### src/rtl/router_ctrl.sv
// Packet-sequencing controller for the 1x3 router: header decode, write FSM, per-port read watchdogs.
// Optional build macro ROUTER_DROP_CNT_EN adds a saturating count of dropped address-3 headers.
module router_ctrl #(
    parameter int TIMEOUT = 30,
    parameter int TCW     = 5
) (
    input  logic       clock,
    input  logic       resetn,
    input  logic       pkt_valid,
    input  logic [1:0] data_in,
    input  logic [2:0] full,
    input  logic [2:0] empty,
    input  logic [2:0] read_enb,
    input  logic       parity_done,
    input  logic       low_pkt_valid,
    output logic [2:0] write_enb,
    output logic       fifo_full,
    output logic [2:0] vld_out,
    output logic [2:0] soft_reset,
    output logic       detect_add,
    output logic       lfd_state,
    output logic       ld_state,
    output logic       laf_state,
    output logic       full_state,
    output logic       rst_int_reg,
    output logic       busy
`ifdef ROUTER_DROP_CNT_EN
    ,
    output logic [7:0] drop_count
`endif
);

    typedef enum logic [2:0] {
        DECODE_ADDRESS     = 3'd0,
        WAIT_TILL_EMPTY    = 3'd1,
        LOAD_FIRST_DATA    = 3'd2,
        LOAD_DATA          = 3'd3,
        LOAD_PARITY        = 3'd4,
        CHECK_PARITY_ERROR = 3'd5,
        FIFO_FULL_STATE    = 3'd6,
        LOAD_AFTER_FULL    = 3'd7
    } state_t;

    localparam logic [TCW-1:0] CNT_LAST = TCW'(TIMEOUT - 1);

    state_t         state_r;
    state_t         next_state_s;
    logic [1:0]     addr_r;
    logic [1:0]     next_addr_s;
    logic           hdr_ok_s;
    logic           next_wr_s;
    logic [TCW-1:0] cnt_r [3];

    function automatic logic [2:0] port_sel(input logic [1:0] a);
        logic [2:0] sel;
        case (a)
            2'd0:    sel = 3'b001;
            2'd1:    sel = 3'b010;
            2'd2:    sel = 3'b100;
            default: sel = 3'b000;
        endcase
        return sel;
    endfunction

    assign vld_out   = ~empty;
    assign fifo_full = full[addr_r];
    assign hdr_ok_s  = pkt_valid && (data_in != 2'd3);

    // Next-state logic; a watchdog reset on the active port overrides every transition.
    always_comb begin
        next_state_s = state_r;
        if (soft_reset[addr_r]) begin
            next_state_s = DECODE_ADDRESS;
        end else begin
            case (state_r)
                DECODE_ADDRESS: begin
                    if (hdr_ok_s) begin
                        if (empty[data_in]) begin
                            next_state_s = LOAD_FIRST_DATA;
                        end else begin
                            next_state_s = WAIT_TILL_EMPTY;
                        end
                    end else begin
                        next_state_s = DECODE_ADDRESS;
                    end
                end
                WAIT_TILL_EMPTY: begin
                    if (empty[addr_r]) begin
                        next_state_s = LOAD_FIRST_DATA;
                    end else begin
                        next_state_s = WAIT_TILL_EMPTY;
                    end
                end
                LOAD_FIRST_DATA: next_state_s = LOAD_DATA;
                LOAD_DATA: begin
                    if (fifo_full) begin
                        next_state_s = FIFO_FULL_STATE;
                    end else if (!pkt_valid) begin
                        next_state_s = LOAD_PARITY;
                    end else begin
                        next_state_s = LOAD_DATA;
                    end
                end
                LOAD_PARITY: next_state_s = CHECK_PARITY_ERROR;
                CHECK_PARITY_ERROR: begin
                    if (fifo_full) begin
                        next_state_s = FIFO_FULL_STATE;
                    end else begin
                        next_state_s = DECODE_ADDRESS;
                    end
                end
                FIFO_FULL_STATE: begin
                    if (!fifo_full) begin
                        next_state_s = LOAD_AFTER_FULL;
                    end else begin
                        next_state_s = FIFO_FULL_STATE;
                    end
                end
                LOAD_AFTER_FULL: begin
                    if (parity_done) begin
                        next_state_s = DECODE_ADDRESS;
                    end else if (low_pkt_valid) begin
                        next_state_s = LOAD_PARITY;
                    end else begin
                        next_state_s = LOAD_DATA;
                    end
                end
                default: next_state_s = DECODE_ADDRESS;
            endcase
        end
    end

    // Destination latch: only a valid header seen in DECODE_ADDRESS updates it.
    always_comb begin
        next_addr_s = addr_r;
        if ((state_r == DECODE_ADDRESS) && hdr_ok_s) begin
            next_addr_s = data_in;
        end else begin
            next_addr_s = addr_r;
        end
    end

    assign next_wr_s = (next_state_s == LOAD_DATA) || (next_state_s == LOAD_PARITY) ||
                       (next_state_s == LOAD_AFTER_FULL);

    // State register with Moore decodes registered alongside it so they track state exactly.
    always_ff @(posedge clock or negedge resetn) begin
        if (!resetn) begin
            state_r     <= DECODE_ADDRESS;
            addr_r      <= 2'd0;
            detect_add  <= 1'b1;
            lfd_state   <= 1'b0;
            ld_state    <= 1'b0;
            laf_state   <= 1'b0;
            full_state  <= 1'b0;
            rst_int_reg <= 1'b0;
            busy        <= 1'b0;
            write_enb   <= 3'b000;
        end else begin
            state_r     <= next_state_s;
            addr_r      <= next_addr_s;
            detect_add  <= (next_state_s == DECODE_ADDRESS);
            lfd_state   <= (next_state_s == LOAD_FIRST_DATA);
            ld_state    <= (next_state_s == LOAD_DATA);
            laf_state   <= (next_state_s == LOAD_AFTER_FULL);
            full_state  <= (next_state_s == FIFO_FULL_STATE);
            rst_int_reg <= (next_state_s == CHECK_PARITY_ERROR);
            busy        <= !((next_state_s == DECODE_ADDRESS) || (next_state_s == LOAD_DATA));
            write_enb   <= next_wr_s ? port_sel(next_addr_s) : 3'b000;
        end
    end

    // Read watchdogs: a port left valid and unread for TIMEOUT cycles gets a one-cycle flush.
    always_ff @(posedge clock or negedge resetn) begin
        if (!resetn) begin
            for (int i = 0; i < 3; i++) begin
                cnt_r[i] <= '0;
            end
            soft_reset <= 3'b000;
        end else begin
            for (int i = 0; i < 3; i++) begin
                if (!vld_out[i] || read_enb[i]) begin
                    cnt_r[i]      <= '0;
                    soft_reset[i] <= 1'b0;
                end else if (cnt_r[i] == CNT_LAST) begin
                    cnt_r[i]      <= '0;
                    soft_reset[i] <= 1'b1;
                end else begin
                    cnt_r[i]      <= cnt_r[i] + TCW'(1);
                    soft_reset[i] <= 1'b0;
                end
            end
        end
    end

`ifdef ROUTER_DROP_CNT_EN
    // Saturating count of headers discarded for carrying the unused address 3.
    always_ff @(posedge clock or negedge resetn) begin
        if (!resetn) begin
            drop_count <= 8'd0;
        end else if ((state_r == DECODE_ADDRESS) && pkt_valid && (data_in == 2'd3) &&
                     (drop_count != 8'hFF)) begin
            drop_count <= drop_count + 8'd1;
        end else begin
            drop_count <= drop_count;
        end
    end
`endif

endmodule
### config.mk
export PLATFORM = sky130hd
export DESIGN_NAME = router_ctrl
export DESIGN_NICKNAME = d
export VERILOG_FILES = /design/src/rtl/router_ctrl.sv
export SDC_FILE = /design/constraint.sdc
export NUM_CORES = 1
export LEC_CHECK = 0
export BUFFER_PORTS_ARGS = -buffer_cell sky130_fd_sc_hd__buf_2
export CAP_MARGIN = 20
export CORE_MARGIN = 1.5
export CORE_UTILIZATION = 58
export DETAILED_ROUTE_END_ITERATION = 8
export MAX_ROUTING_LAYER = met4
export PLACE_DENSITY = 0.83
export SLEW_MARGIN = 20
export SYNTH_ARGS = -nofsm -noshare
export SYNTH_HDL_FRONTEND = slang
export SYNTH_SLANG_ARGS = --single-unit
### constraint.sdc
create_clock -name clock -period 3.2 [get_ports clock]
set_input_delay 0.16 -clock clock [delete_from_list [all_inputs] [get_ports clock]]
set_output_delay 0.16 -clock clock [all_outputs]
set_load 0.05 [all_outputs]
### Word-level counts from Yosys, hierarchy flattened

Cells that the tools add are included.

* register bits: 33
* input bits: 16
* output and inout bits: 17
* word-level logic and storage cells: 88

* add/sub/neg operators: 3
* order comparisons: 2
* equality and inequality tests: 19
* mux-type cells: 34
* bitwise operators: 1
* reduce and logical (&&, ||, !) cells: 15

Operators with widths (number)
* 5-bit 2-to-1 mux: 6
* 3-bit == test (second input constant): 8
* 3-bit 2-to-1 mux: 8
* 3-bit one-hot mux with 8 select lines: 1
* 5-bit by 1-bit adder with 5-bit output (second input constant): 3
* 5-bit == test (second input constant): 3
* 3-bit by 2-bit == test with 1-bit output (second input constant): 4
* 1-bit 2-to-1 mux: 11
* 3-bit one-hot mux with 3 select lines: 1
* 1-bit binary-select mux with 2-bit select: 4
* 3-bit zero test: 2
* 1-bit logical OR: 6
* 2-bit by 3-bit < comparator with 1-bit output (second input constant): 2
* 2-bit 2-to-1 mux: 3
* 1-bit zero test: 4
* 3-bit by 1-bit == test with 1-bit output (second input constant): 1
* 3-bit NOT: 1
* 2-bit by 1-bit == test with 1-bit output (second input constant): 1
* 2-bit == test (second input constant): 1
* 1-bit logical AND: 2
* 2-bit zero test: 1
* 2-bit inequality test (second input constant): 1

### Longest topological paths before layout

Gate-level depths: netlist of the first run.

* word-level depth: 10
* depth in mapped cells: 7

### Least setup slack after synthesis of the first run

No wires, ideal clock.

* path type: flip-flop to flip-flop
* from: reg addr_r[0]
* to: reg write_enb[1]
* data arrival time: 1.547 ns
* required time: 3.122 ns
* slack: 1.576 ns
* cell stages (with the launch flop): 8
* period minus slack after synthesis: 1.624 ns
* cells stage by stage: dfrtp_1 -> buf_6 -> mux2i_2 -> o21a_4 -> or2_4 -> a31oi_4 -> nand3b_4 -> a21oi_1

* longest elaborated chain between the ends: 9

RTL lines
* from (decl): line 48 `logic [1:0] addr_r;`
* from (signal assigned): line 161 `addr_r <= next_addr_s;`
* 1-bit binary-select mux with 2-bit select, on equally long branches: line 66, 88
* 1-bit 2-to-1 mux, on equally long branches: line 66, 88
* 1-bit 2-to-1 mux (tied with other cells): line 113 `if (!fifo_full) begin`
* 3-bit one-hot mux with 8 select lines: line 75 `case (state_r)`
* 3-bit 2-to-1 mux: line 72 `if (soft_reset[addr_r]) begin`
* 3-bit by 2-bit == test with 1-bit output or 3-bit == test (tied branches): line 143 `assign next_wr_s = (next_state_s == LOAD_DATA) || (next_state_s == LOAD_PARITY) ||`
* 1-bit logical OR (2 in a row): line 143
* 3-bit 2-to-1 mux *: line 169 `write_enb <= next_wr_s ? port_sel(next_addr_s) : 3'b000;`
* to (signal assigned): line 169
* to (decl): line 16 `output logic [2:0] write_enb,`

Mark *: on every way between the ends. The rest lies on a longest branch, timed or not. The select of a mux whose other input is x is not followed.

### Final worst setup path of the first run

* from: reg state_r[2]
* to: reg ld_state

* longest elaborated chain between the ends: 4

RTL lines
* from (decl): line 46 `state_t state_r;`
* from (signal assigned): line 160 `state_r <= next_state_s;`
* 3-bit == test (tied with other cells): line 75
* 3-bit one-hot mux with 8 select lines *: line 75
* 3-bit 2-to-1 mux *: line 72
* via next_state_s[0]: line 47 `state_t next_state_s;`
* 3-bit by 2-bit == test with 1-bit output *: line 164 `ld_state <= (next_state_s == LOAD_DATA);`
* to (signal assigned): line 164
* to (decl): line 22 `output logic ld_state,`

The timed path passes the listed nets; every way through them passes the cells marked *.

==> run summary, run 1 <==
critical path fanouts, max = 7
Mapped Avg Cell Area = 10.4 sq um
area growth from synthesis to layout = 15.0%
Fmax = 0.534 GHz
via count = 1302
ANT nets after route = 0
multi-input logic area = 769 sq um
number of enable flip-flop cells after synthesis = 0
Ys Warns = 0
Syn Inst Count = 161
# placed instances = 220
CP endpoint kind = flop
top post-synthesis cells by area = dfrtp_1 (48%), nor2_1 (4.9%), ha_1 (4.5%), xor2_1 (3.1%), inv_1 (2.9%)
gpl congestion = 0.793
DRT Wirelength = 3.33 mm
TNS Setup = 0 ns
Relative slew margins = 52.3%
Final period util = 58.5%
CP required = 3.42 ns
grt total ovfl = 0
CTS buffer count = 5
outcome = finished, final reports clean
clk root buf = clkbuf_4
placed inst area = 1840 sq um
Worst EP arrival = 2.09 ns
Ant. Diodes = 0
worst hold path type = input port to flop
Mapped Area = 1670 sq um
Initial Util = 61.1%
GRT Overall Usage = 23.3%
Max VDD drop = 0.717 mV
Post-CTS Setup Bufs = 0
# rows = 19
syn_nets = 183
First-pass DRT Iterations = 4
RSZ-0062 raised after global routing = false
register area = 827 sq um
H-Tree Level Count = 2
Slew Viols, Final = 0
largest net degree at the start of global routing = 34
final instance area = 1920 sq um
Fillers = 226
post-CTS sizing = 0
CTS tree = yes
Avg WL per Cell = 14.4 um
clock latency on the worst-skew pair = 0.32 ns
clock buffer depth = 2
layout cell share with drive strength beyond 1 = 24.0%
IO Count = 33
ys flop type = dfrtp_1
post-synth top area cell = dfrtp_1
non-filler cells, final = 231
vias in the first global route = 1365
critical path class = flop to flop
top-area cell type share of the netlist area = 47.9%
Seq/Total Area, Yosys = 49.5%
min cycle time layout = 1.87 ns
die width = 56.7 um
IO Port Bufs = 32
final hold vios = 0
Detail Placement HPWL = 2.47 mm
Die Height = 56.7 um
Pleak = 0.953 nW
core box area = 2730 sq um
Least-Margin Pin Slew = 0.716 ns
Nets = 221
post-synthesis async set-or-reset flop share = 100%
routed vias/inst = 5.64
max cap viols = 0
CTS clk-pin slew, worst paths = 0.10 ns
Synth cell types = 43
# DRC = 0
CP startpoint kind = flop
endpoints failing setup = 0
initial antenna violation count = 0
first-pass GRT wire length = 5.65 mm
Largest Register = cnt_r
Power Density = 850 nW/um^2
clk sink count = 33
register bit count reported by yosys = 33
starting DRC count in detailed routing = 64
max FFs per register = 15
DIE AREA = 3210 sq um
clk_skew = 0.00897 ns
stage by stage:
| step | hold WS [ns] | setup WS [ns] | util, % | power [mW] |
|---|---|---|---|---|
| 2_1_floorplan | -0.136 | 1.58 | - | 1.27 |
| 3_5_place_dp | 0.252 | 1.41 | 67.5 | 1.42 |
| 5_1_grt | 0.00185 | 1.18 | 70.3 | 1.75 |
| 3_3_place_gp | 0.235 | 1.45 | 67.5 | 1.39 |
| 4_1_cts | 0.000179 | 1.37 | 70.0 | 1.64 |
| 6_report | 0.0276 | 1.33 | 70.3 | 1.64 |
cell families (layout without fill, tap and decap cells):
| kind of cell | after synthesis | count (layout) | share of synthesized area (%) |
|---|---|---|---|
| compound gates | 23 | 23 | 11.3 |
| xor+xnor | 10 | 10 | 5.24 |
| fa+ha+maj | 6 | 6 | 4.49 |
| buf+inv | 17 | 56 | 4.49 |
| flops | 33 | 33 | 49.5 |
| mux | 5 | 5 | 3.22 |
| simple gates | 67 | 67 | 21.8 |
Yosys cell counts, drive strengths merged, types with 2 or more instances:
master / count
nand3b: 7
a31oi: 5
nand4: 4
o22a: 2
o21a: 2
nand2: 9
a21oi: 3
nor2: 23
ha: 6
nor2b: 3
nand3: 8
buf: 4
xor2: 6
o21ai: 3
inv: 13
nor3b: 2
dfrtp: 32
nor3: 5
xnor2: 4
mux2i: 5
metal layers:
layer / global-route usage [%] / vias to the layer above / wire length [um]
met5: - / - / 0
li1: - / 630 / -
met4: 6.80 / 0 / 28
met2: 40.5 / 31 / 1770
met3: 6.22 / 5 / 135
met1: 26.3 / 636 / 1390
critical path, cell delays in order, from the launching register on:
cell     delay, ns
dfrtp_1       0.48
nand2_1       0.11
o32ai_1       0.41
o22ai_2       0.19
a31oi_1       0.30
nor3b_1       0.29
path summary, 6_finish.rpt:
check,slack (ns),start,cells past startpoint,end
setup / recovery,1.33,state_r[2],5,ld_state
hold / removal,0.03,read_enb[1],2,soft_reset[1]
setup reg to reg,1.33,state_r[2],5,ld_state
hold reg to reg,0.50,cnt_r[0],1,cnt_r[0]
max in group asynchronous,2.31,resetn,2,cnt_r[8]
min in group asynchronous,0.43,resetn,2,state_r[0]
power breakdown:
part	total [mW]	leakage, nW	internal, mW	switching [mW]
Clock	0.213	0.0265	0.0876	0.126
Combinational	0.826	0.489	0.297	0.529
Sequential	0.596	0.438	0.506	0.0907
Total	1.64	0.953	0.890	0.745
final cells by class:
cell class | instances | share of cell area, %
flip-flops and latches | 33 | 43.0
multi-input cells | 111 | 40.0
repair buffers | 35 | 9.89
clock buffers | 8 | 2.54
inverters | 13 | 2.54
well taps | 31 | 2.02
cells in the final DEF (no fill, tap or decap), types with 2 or more instances in the layout:
cell type / n
mux2i_1: 4
nand4_1: 4
o22a_1: 2
clkbuf_1: 3
a21oi_1: 3
nor3_1: 5
nand3b_1: 6
buf_2: 32
xor2_1: 6
clkbuf_4: 5
dlygate4sd3_1: 3
xnor2_1: 4
nand3_1: 7
inv_1: 13
nand2_1: 9
nor2_1: 22
ha_1: 6
a31oi_1: 4
dfrtp_1: 32
nor2b_1: 3
o21ai_0: 3
what timing repair did:
action                     CTS  global route
setup endpoints to repair    0             0
hold endpoints to repair    33             1
hold buffers                 2             1
No activity file was read; power rests on OpenSTA's default activity.
==> inputs of run 2 (changes only) <==
--- a/config.mk
+++ b/config.mk
@@ -5,13 +5,14 @@
 export SDC_FILE = /design/constraint.sdc
 export NUM_CORES = 1
 export LEC_CHECK = 0
+export ABC_AREA = 1
 export BUFFER_PORTS_ARGS = -buffer_cell sky130_fd_sc_hd__buf_2
 export CAP_MARGIN = 20
 export CORE_MARGIN = 1.5
-export CORE_UTILIZATION = 58
+export CORE_UTILIZATION = 49
 export DETAILED_ROUTE_END_ITERATION = 8
 export MAX_ROUTING_LAYER = met4
-export PLACE_DENSITY = 0.83
+export PLACE_DENSITY = 0.75
 export SLEW_MARGIN = 20
 export SYNTH_ARGS = -nofsm -noshare
 export SYNTH_HDL_FRONTEND = slang
==> constraint.sdc (replaced) <==
create_clock -name clock -period 1.56 [get_ports clock]
set_input_delay 0.078 -clock clock [delete_from_list [all_inputs] [get_ports clock]]
set_output_delay 0.078 -clock clock [all_outputs]
set_load 0.05 [all_outputs]
==> run summary, run 2 <==
outcome = finished with violations
failing checks = negative setup slack
H-Tree Level Count = 2 (unchanged)
Reg2Reg Setup Slack = -0.01 ns (-1.34 ns)
DIE AREA = 3720 sq um (+16%)
# rows = 20 (+1)
Fmax = 0.636 GHz (+19%)
IO Port Bufs = 32 (unchanged)
worst flop-to-flop path startpoint = state_r[2]
# placed instances = 274 (+25%)
RSZ-0062 raised after global routing = true
critical path class = flop to flop
worst hold path type = input port to flop
CP max-delay cell = dfrtp_1
top post-synthesis cells by area = dfrtp_1 (49%), nand2_1 (8.4%), nor2_1 (7.5%), nand3_1 (5.5%), inv_1 (5.0%)
Hold Path Sink = cnt_r[7]
hold_ws = 0.110 ns (+0.0828 ns)
placed inst area = 1880 sq um (+2.1%)
CP required = 1.79 ns (-1.63 ns)
worst setup margin = -0.0112 ns (-1.34 ns)
routed vias/inst = 4.80 (-15%)
hold path startpoint = empty[1]
grt total ovfl = 0 (unchanged)
ANT nets after route = 0 (unchanged)
Mapped Avg Cell Area = 8.41 sq um (-19%)
clock buffer depth = 2 (unchanged)
CTS clk-pin slew, worst paths = 0.10 ns (about the same)
Ys Warns = 0 (unchanged)
Clk pwr share = 14.7% (+1.7 points)
layout cell share with drive strength beyond 1 = 31.7% (+7.7 points)
gpl congestion = 0.865 (+9.1%)
min cycle time layout = 1.57 ns (-0.301 ns)
crit-path cells = buf_6 > nand3_1 > nand2_1 > nor2_1 > nand2_1 > nor2_2 > nand3_2 > nand2_4 > nand2_4 > nor2_4 > nor2_1
Detail Placement HPWL = 2.28 mm (-7.8%)
final hold vios = 0 (unchanged)
Flop pwr share = 31.0% (-5.5 points)
most instantiated library cell after synthesis = nand2_1
utilization after layout = 68.2% (-2.2 points)
Worst EP arrival = 1.80 ns (-0.29 ns)
CP startpoint kind = flop
P_int = 1.95 mW (+120%)
Sw Ratio = 47.3% (+1.7 points)
vias in the first global route = 1340 (-1.8%)
die width = 61.0 um (+7.6%)
register bit count reported by yosys = 33 (unchanged)
Syn Inst Count = 196 (+22%)
post-synth top area cell = dfrtp_1
Mapped Area = 1650 sq um (-1.4%)
number of enable flip-flop cells after synthesis = 0 (unchanged)
area growth from synthesis to layout = 29.4%
starting DRC count in detailed routing = 65 (+1.6%)
clk sink count = 33 (unchanged)
Power Density = 1730 nW/um^2 (+100%)
non-filler cells, final = 293 (+27%)
syn_nets = 218 (+19%)
Reg-to-Reg End = busy
clk root buf = clkbuf_4
commonest non-fill, non-tap cell in the layout = buf_2
Relative slew margins = 52.3% (about the same)
Nets = 270 (+22%)
highest-count cells in the layout ignoring fill and taps = buf_2 (32), nand2_1 (31), nor2_1 (31), dfrtp_1 (31), inv_1 (21)
Slew Viols, Final = 0 (unchanged)
Final period util = 101% (+42 points)
Initial Util = 52.7% (-8.5 points)
CP max stage delay = 0.44 ns (-0.04 ns)
GRT Overall Usage = 20.8% (-2.6 points)
Synth cell types = 22 (-49%)
via count = 1405 (+7.9%)
critical path fanouts, max = 5 (-2)
Comb pwr share = 54.3% (+3.8 points)
max FFs per register = 15 (unchanged)
XOR/XNOR Fraction of Synth Area = 4.78% (-0.46 points)
first-pass GRT wire length = 5.36 mm (-5.1%)
Ant. Diodes = 0 (unchanged)
Seq/Total Area, Yosys = 50.2% (+0.71 points)
core box area = 3130 sq um (+14%)
Largest Register = cnt_r
largest net degree at the start of global routing = 34 (unchanged)
synth cell count leaders = nand2_1 (37), nor2_1 (33), dfrtp_1 (32), inv_1 (22), nand3_1 (18)
top-area cell type share of the netlist area = 48.6% (+0.69 points)
CP endpoint kind = flop
Least-Margin Pin Slew = 0.716 ns (+0.000163 ns)
Die Height = 61.0 um (+7.6%)
mux cell area share after synthesis = 0% (-3.2 points)
worst hold stages = 4 (+2)
Avg WL per Cell = 11.4 um (-21%)
max cap viols = 0 (unchanged)
clock latency on the worst-skew pair = 0.33 ns (about the same)
initial antenna violation count = 0 (unchanged)
ys flop type = dfrtp_1
Reg2Reg Depth = 11 (+6)
First-pass DRT Iterations = 4 (unchanged)
Synth Area in Compound Gates = 4.10% (-7.2 points)
CTS buffer count = 5 (unchanged)
DRT Wirelength = 3.33 mm (about the same)
# DRC = 0 (unchanged)
Synth Area in Adders = 4.56% (+0.065 points)
endpoints failing setup = 2 (+2)
P_sw = 1.75 mW (+130%)
IO Count = 33 (unchanged)
final instance area = 2130 sq um (+11%)
clk_skew = 0.00406 ns (-0.00491 ns)
Synth Area in Simple Gates = 29.8% (+8.0 points)
Pleak = 1.15 nW (+20%)
post-synthesis async set-or-reset flop share = 100% (unchanged)
CTS tree = yes
main combinational cell family by area after synthesis = simple AND/OR/NAND/NOR gates
Max VDD drop = 0.817 mV (+14%)
-- run 2: metrics by stage --
step                      total power, mW  setup slack, ns  TNS, ns
after floorplan                      2.39           0.0230        0
after global routing                 3.96           -0.112   -0.627
after global placement               2.73          -0.0188  -0.0188
after CTS                            3.34         0.000863        0
after detailed placement             2.75          -0.0150  -0.0150
final                                3.70          -0.0112  -0.0214
-- run 2: cell type report --
| type | instances | area [sq um] |
|---|---|---|
| sequential | 33 | 828 |
| timing repair buffer | 45 | 279 |
| clock inverter | 1 | 5.00 |
| clock buffer | 7 | 65.1 |
| multi-input combinational | 134 | 791 |
| inverter | 29 | 109 |
| tap | 44 | 55.1 |
| fill | 251 | 996 |
-- run 2: layer usage --
layer	wire length (um)	GRT usage, %
met4	78	12.1
met5	0	-
met3	131	5.12
met2	1710	33.3
met1	1410	23.5
-- run 2: kinds of logic (layout without fill, tap and decap cells) --
| group | count (synthesis) | in the layout |
|---|---|---|
| buffers and inverters | 29 | 82 |
| XOR/XNOR | 9 | 9 |
| adder cells (fa/ha/maj) | 6 | 6 |
| flip-flops | 33 | 33 |
| AO/OA/AOI/OAI | 13 | 13 |
| AND/OR/NAND/NOR | 106 | 106 |
-- run 2: critical path: cells and delay by family (launching register included) --
| kind | cells | cell delay, ns |
|---|---|---|
| and+or+nand+nor | 10 | 0.89 |
| buffers and inverters | 1 | 0.14 |
| DFF | 1 | 0.44 |
-- run 2: worst max-delay path by stage --
stage / slack (ns) / to / from
global placement: -0.02 / busy / addr_r[0]
global route: -0.11 / write_enb[0] / state_r[2]
CTS: 0.0009 / busy / addr_r[0]
floorplan: 0.02 / busy / soft_reset[0]
finish: -0.01 / busy / state_r[2]
detailed placement: -0.02 / busy / addr_r[0]
-- run 2: repair_timing --
action                                  in CTS  in global routing
pin swaps                                    0                  8
hold buffers                                 7                  0
buffers inserted                             0                  4
hold endpoints to repair                    35                  0
gates resized for setup                      4                 19
endpoints found under the setup margin       4                 11
-- run 2: power by group through the flow --
stage | clock [mW] | sequential [mW] | combinational [mW]
after floorplan | 0 | 1.47 | 0.926
after CTS | 0.559 | 1.14 | 1.64
after detailed placement | 0 | 1.15 | 1.60
final | 0.545 | 1.14 | 2.01
after global routing | 0.590 | 1.16 | 2.20
after global placement | 0 | 1.14 | 1.59
